[src/rtl/spm_driver_if.sv]
// Operand/product handshakes plus the serial link to the spm multiplier.
// The driver binds to the slave modport; the host side (bench or adapter) uses master.
interface spm_driver_if #(
   parameter int SIZE = 32
);
   logic                in_valid;
   logic                in_ready;
   logic [SIZE-1:0]     mc;
   logic [SIZE-1:0]     mp;
   logic                out_valid;
   logic                out_ready;
   logic [2*SIZE-1:0]   prod;
   logic                spm_rst;
   logic [SIZE-1:0]     spm_x;
   logic                spm_y;
   logic                spm_p;

   modport slave (
      input  in_valid, mc, mp, out_ready, spm_p,
      output in_ready, out_valid, prod, spm_rst, spm_x, spm_y
   );

   modport master (
      output in_valid, mc, mp, out_ready, spm_p,
      input  in_ready, out_valid, prod, spm_rst, spm_x, spm_y
   );
endinterface

[src/rtl/spm_driver.sv]
// Host-side driver for the serial-parallel multiplier: parallel operands in, serial y/p, parallel product out.
// Define SPM_DRIVER_SIGNED_EN to sign-extend the multiplier for a signed spm; otherwise it is zero-extended.
module spm_driver #(
   parameter int SIZE = 32,
   parameter int LAT  = 1
) (
   input  logic          clk,
   input  logic          rst,
   spm_driver_if.slave   bus
);
   localparam int W      = 2 * SIZE;
   localparam int NSHIFT = W + LAT;
   localparam int CW     = $clog2(NSHIFT + 1);

   typedef enum logic [1:0] {
      IDLE  = 2'd0,
      CLEAR = 2'd1,
      SHIFT = 2'd2,
      DONE  = 2'd3
   } state_t;

   state_t          state_q;
   logic [W-1:0]    sr_q;
   logic [W-1:0]    sr_d;
   logic [W-1:0]    prod_q;
   logic [W-1:0]    prod_d;
   logic [CW-1:0]   cnt_q;
   logic [SIZE-1:0] spm_x_q;
   logic [W-1:0]    mp_ext_s;

`ifdef SPM_DRIVER_SIGNED_EN
   assign mp_ext_s = {{SIZE{bus.mp[SIZE-1]}}, bus.mp};
`else
   assign mp_ext_s = {{SIZE{1'b0}}, bus.mp};
`endif

   // Product bits arrive LSB first, so they enter at the MSB and walk down.
   always_comb begin
      sr_d   = {1'b0, sr_q[W-1:1]};
      prod_d = {bus.spm_p, prod_q[W-1:1]};
   end

   // Sequencer: accept, one-cycle spm clear, W+LAT shift cycles, hold the result.
   always_ff @(posedge clk) begin
      if (rst) begin
         state_q <= IDLE;
         sr_q    <= {W{1'b0}};
         prod_q  <= {W{1'b0}};
         cnt_q   <= {CW{1'b0}};
         spm_x_q <= {SIZE{1'b0}};
      end else begin
         case (state_q)
            IDLE: begin
               if (bus.in_valid) begin
                  spm_x_q <= bus.mc;
                  sr_q    <= mp_ext_s;
                  prod_q  <= {W{1'b0}};
                  cnt_q   <= {CW{1'b0}};
                  state_q <= CLEAR;
               end
            end
            CLEAR: begin
               state_q <= SHIFT;
            end
            SHIFT: begin
               sr_q <= sr_d;
               // The first LAT cycles only prime the spm pipeline.
               if (cnt_q >= CW'(LAT)) begin
                  prod_q <= prod_d;
               end
               if (cnt_q == CW'(NSHIFT - 1)) begin
                  cnt_q   <= {CW{1'b0}};
                  state_q <= DONE;
               end else begin
                  cnt_q <= cnt_q + CW'(1);
               end
            end
            DONE: begin
               if (bus.out_ready) begin
                  state_q <= IDLE;
               end
            end
            default: begin
               state_q <= IDLE;
            end
         endcase
      end
   end

   assign bus.in_ready  = (state_q == IDLE);
   assign bus.out_valid = (state_q == DONE);
   assign bus.prod      = prod_q;
   assign bus.spm_x     = spm_x_q;
   assign bus.spm_y     = (state_q == SHIFT) & sr_q[0];
   assign bus.spm_rst   = rst | (state_q == CLEAR);

endmodule
[src/flat_wrapper.sv]
// flat-port wrapper written by rule: the top's interface ports become plain ports
module spm_driver_flat 
#(
   parameter int SIZE = 32,
   parameter int LAT  = 1
)
  (clk, rst, bus_in_valid, bus_mc, bus_mp, bus_out_ready, bus_spm_p, bus_in_ready, bus_out_valid, bus_prod, bus_spm_rst, bus_spm_x, bus_spm_y);
  spm_driver_if #(.SIZE(SIZE)) bus_i ();
  input  logic clk;
  input  logic rst;
  input wire logic [$bits(bus_i.in_valid)-1:0] bus_in_valid;
  input wire logic [$bits(bus_i.mc)-1:0] bus_mc;
  input wire logic [$bits(bus_i.mp)-1:0] bus_mp;
  input wire logic [$bits(bus_i.out_ready)-1:0] bus_out_ready;
  input wire logic [$bits(bus_i.spm_p)-1:0] bus_spm_p;
  output wire logic [$bits(bus_i.in_ready)-1:0] bus_in_ready;
  output wire logic [$bits(bus_i.out_valid)-1:0] bus_out_valid;
  output wire logic [$bits(bus_i.prod)-1:0] bus_prod;
  output wire logic [$bits(bus_i.spm_rst)-1:0] bus_spm_rst;
  output wire logic [$bits(bus_i.spm_x)-1:0] bus_spm_x;
  output wire logic [$bits(bus_i.spm_y)-1:0] bus_spm_y;
  assign bus_i.in_valid = bus_in_valid;
  assign bus_i.mc = bus_mc;
  assign bus_i.mp = bus_mp;
  assign bus_i.out_ready = bus_out_ready;
  assign bus_i.spm_p = bus_spm_p;
  assign bus_in_ready = bus_i.in_ready;
  assign bus_out_valid = bus_i.out_valid;
  assign bus_prod = bus_i.prod;
  assign bus_spm_rst = bus_i.spm_rst;
  assign bus_spm_x = bus_i.spm_x;
  assign bus_spm_y = bus_i.spm_y;
  spm_driver #(.SIZE(SIZE), .LAT(LAT)) u_core (.clk(clk), .rst(rst), .bus(bus_i));
endmodule
[config.mk]
export PLATFORM = sky130hd
export DESIGN_NAME = spm_driver_flat
export DESIGN_NICKNAME = d
export VERILOG_FILES = /design/src/rtl/spm_driver_if.sv /design/src/rtl/spm_driver.sv /design/src/flat_wrapper.sv
export SDC_FILE = /design/constraint.sdc
export NUM_CORES = 1
export LEC_CHECK = 0
export ABC_AREA = 1
export BUFFER_PORTS_ARGS = -buffer_cell sky130_fd_sc_hd__buf_2
export CAP_MARGIN = 5
export CORE_ASPECT_RATIO = 1.25
export CORE_MARGIN = 10
export CORE_UTILIZATION = 50
export CTS_BUF_LIST = sky130_fd_sc_hd__clkbuf_8
export CTS_CLUSTER_SIZE = 14
export DETAILED_ROUTE_END_ITERATION = 10
export PLACE_DENSITY_LB_ADDON = 0.3
export SETUP_SLACK_MARGIN = 0.5
export SYNTH_ARGS = -nofsm -noshare
export SYNTH_HDL_FRONTEND = slang
export SYNTH_SLANG_ARGS = --single-unit
export TNS_END_PERCENT = 50
[constraint.sdc]
create_clock -name clk -period 4.9 [get_ports clk]
set_input_delay 0.49 -clock clk [delete_from_list [all_inputs] [get_ports clk]]
set_output_delay 0.49 -clock clk [all_outputs]
set_load 0.03 [all_outputs]
==> out/metrics.yaml <==
sta:
  setup_viol: 0
  worst_pin_slew_ps: 1030
  slew_viol_final: 0
  fin_crit_sh_pct: 57.4
  skew_ps: 10.5
  fmax_ghz: 0.355
  rsz0062_at_grt: "false"
  final-hold-violation-count: 0
  fin_setup_tns_ps: 0
  min_period_ps: 2810
  timing.slew.headroom_pct: 31.2
cts:
  clk_latency_ps: 420
  postCtsSetupBuffers: 0
  clock-sinks: 137
  cts_hold_buf: 0
  clk_path_buf_depth: 2
  cts_tree: "yes"
  root_buffer: "clkbuf_8"
  cts_resized: 0
  htreeDepth: 4
  cts_made_buffers: 17
  clkSlewWorstSetupHoldPaths_ps: 80
detailed_routing:
  drtAntennaViolNets: 0
  viasPerCell: 4.84
  drt_wl_total_um: 13700
  drc: 0
  dr_total_vias: 5331
  dr.pass1.iters: 4
  drt-initial-drc-count: 423
  wl_per_cell_um: 12.4
synthesis:
  synthTopCellsByArea: "dfxtp_1 (49%), nand2_1 (18%), nor2_1 (14%), o21ai_0 (5.7%), a31oi_1 (3.4%)"
  netlist_area_mm2: 0.00565
  ys_ff_latch: 137
  synth_top_area_cell: "dfxtp_1"
  syn-mean-instance-area_um2: 6.90
  synth_top_area_share_pct: 48.6
  ys_types: 24
  yosys_warnings: 0
  syn_inst: 818
  syn-num-nets: 894
  synth_seq_area_share_pct: 48.6
power:
  internal-power_mw: 2.72
  switching_power_mw: 2.42
  p_seq_share_pct: 34.8
  p_per_area_mw_per_mm2: 751
  power_mw: 5.14
  ir_drop_mv: 0.350
  switching_share_pct: 47.1
  combPwrFrac_pct: 47.5
  clkPwrFrac_pct: 17.7
  cellLeakagePower_nw: 3.32
cells_and_area:
  drive_gt1_share_pct: 22.0
  fillers: 1129
  fin_nets: 1030
  antenna_cells: 0
  final_cells: 1102
  area_growth_pct: 21.2
critical_path:
  crit_type: "flop to flop"
  critPathCaptureType: "flop"
  worstPathRequired_ps: 5210
  reg2reg_from: "u_core.state_q[0]$_SDFFE_PP0P_"
  r2r_slack_ps: 2090
  worstReg2RegEnd: "u_core.bus.prod[45]$_SDFFE_PP0P_"
  critPathCapture: "u_core.bus.prod[45]$_SDFFE_PP0P_"
  cp.arrival_ps: 3120
  ff2ff_path_depth: 11
  crit_path_start_kind: "flop"
  path_max_fanout: 128
  critPathLaunch: "u_core.state_q[0]$_SDFFE_PP0P_"
placement:
  dp_cells: 1070
  portBuffers: 168
  place_congestion: 0.773
  hpwl_um: 9220
global_route:
  track_usage_pct: 16.8
  antenna_found_initial: 0
  grt_overflow: 0
  grt_max_degree: 129
  grt_pass1_wl_um: 22700
  grt_pass1_vias: 4795
worst_hold_path:
  hold_depth: 3
  min_path_type: "input port to flop"
die:
  die_h_um: 139
  dieArea_mm2: 0.0160
  die_w_um: 115
  pin_count: 169
  core_area_mm2: 0.0111
  rows: 43
  initial_core_util_pct: 50.9
flow_run:
  cap_viol_max_count: 0
run_status:
  outcome: "finished, final reports clean"
==> power groups by stage <==
stage / Clock (mW) / Sequential [mW] / Combinational [mW]
after global placement: 0 / 1.81 / 2.44
after detailed placement: 0 / 1.81 / 2.47
final: 0.910 / 1.79 / 2.44
after floorplan: 0 / 2.36 / 1.37
after global routing: 0.977 / 1.85 / 2.77
after CTS: 0.935 / 1.79 / 2.48
==> metal layers <==
layer / track usage [%] / wire (µm)
met1: 20.6 / 6020
met2: 27.0 / 6650
met3: 5.67 / 860
met4: 4.77 / 181
met5: 0 / 0
==> sequential cells by signal (all words and copies together) (netlist names) <==
name and count:
u_core.bus.prod 64, u_core.bus.spm_x 32, u_core.cnt_q 7, u_core.sr_q 32, u_core.state_q 2
==> critical path, cell delays in order, from the launching register on <==
cell and delay, ps:
dfxtp_1 340, inv_1 120, ha_1 210, nand2_2 330, nand2_2 180, buf_4 490
inv_2 170, a21oi_4 170, buf_12 410, nand2_1 110, nand2_1 80, nor2_1 50
==> final cells by class <==
type,count,area [µm²],area share (%)
Multi-Input combinational cell,608,2580,37.7
Inverter,18,68.8,1.01
Clock buffer,20,275,4.02
Clock inverter,12,125,1.83
Tap cell,135,169,2.47
Timing Repair Buffer,172,883,12.9
Sequential cell,137,2740,40.1
==> stage by stage <==
step	utilization, %	cell area, µm²	hold slack, ps	setup WS (ps)
final	61.8	6840	311	2090
after global placement	58.1	6440	457	2170
after global routing	61.8	6840	294	1680
after detailed placement	58.1	6440	462	2060
after floorplan	-	5650	433	3130
after CTS	61.8	6840	292	2050
==> worst min-delay path by stage <==
stage                                           from                               end
finish                                     bus_mc[6]  u_core.bus.spm_x[6]$_SDFFE_PP0P_
global route                               bus_mc[3]  u_core.bus.spm_x[3]$_SDFFE_PP0P_
CTS                                        bus_mc[9]  u_core.bus.spm_x[9]$_SDFFE_PP0P_
detailed placement       u_core.sr_q[8]$_SDFFE_PP0P_       u_core.sr_q[7]$_SDFFE_PP0P_
global placement    u_core.bus.spm_x[9]$_SDFFE_PP0P_  u_core.bus.spm_x[9]$_SDFFE_PP0P_
floorplan               u_core.sr_q[31]$_SDFFE_PP0P_      u_core.sr_q[31]$_SDFFE_PP0P_
==> cell usage in the layout (no fill, tap or decap), types with 8 or more instances in the layout <==
cell / synthesis / routed
dfxtp_1: 137 / 137
nand3_1: 8 / 8
o21ai_0: 64 / 64
buf_2: 7 / 168
clkbuf_8: 0 / 20
nand2_1: 277 / 277
nor2_1: 204 / 204
a31oi_1: 31 / 31
inv_1: 16 / 16
==> cells by family after synthesis <==
| family | Yosys count | synth area share (%) |
|---|---|---|
| and+or+nand+nor | 496 | 33.6 |
| DFF | 137 | 48.6 |
| AOI/OAI and AO/OA | 103 | 9.93 |
| buffers and inverters | 73 | 6.07 |
| adders and majority gates | 7 | 1.55 |
| xor gates and xnor gates | 2 | 0.310 |
==> cells in the mapped netlist <==
library cell and n:
a31oi_1 31, ha_1 7, inv_2 2, o21ai_0 64, buf_2 7, buf_1 7
dfxtp_1 137, clkbuf_1 26, o21bai_1 1, nand3_1 8, buf_6 1, nor3b_1 1
nor2_1 204, xor2_1 1, xnor2_1 1, nand4_1 1, a21oi_1 6, nor3_2 1
nand2_1 277, or2_2 2, inv_1 16, nand2_2 2, a21oi_2 1, buf_4 14
No activity file was read; power rests on OpenSTA's default activity.
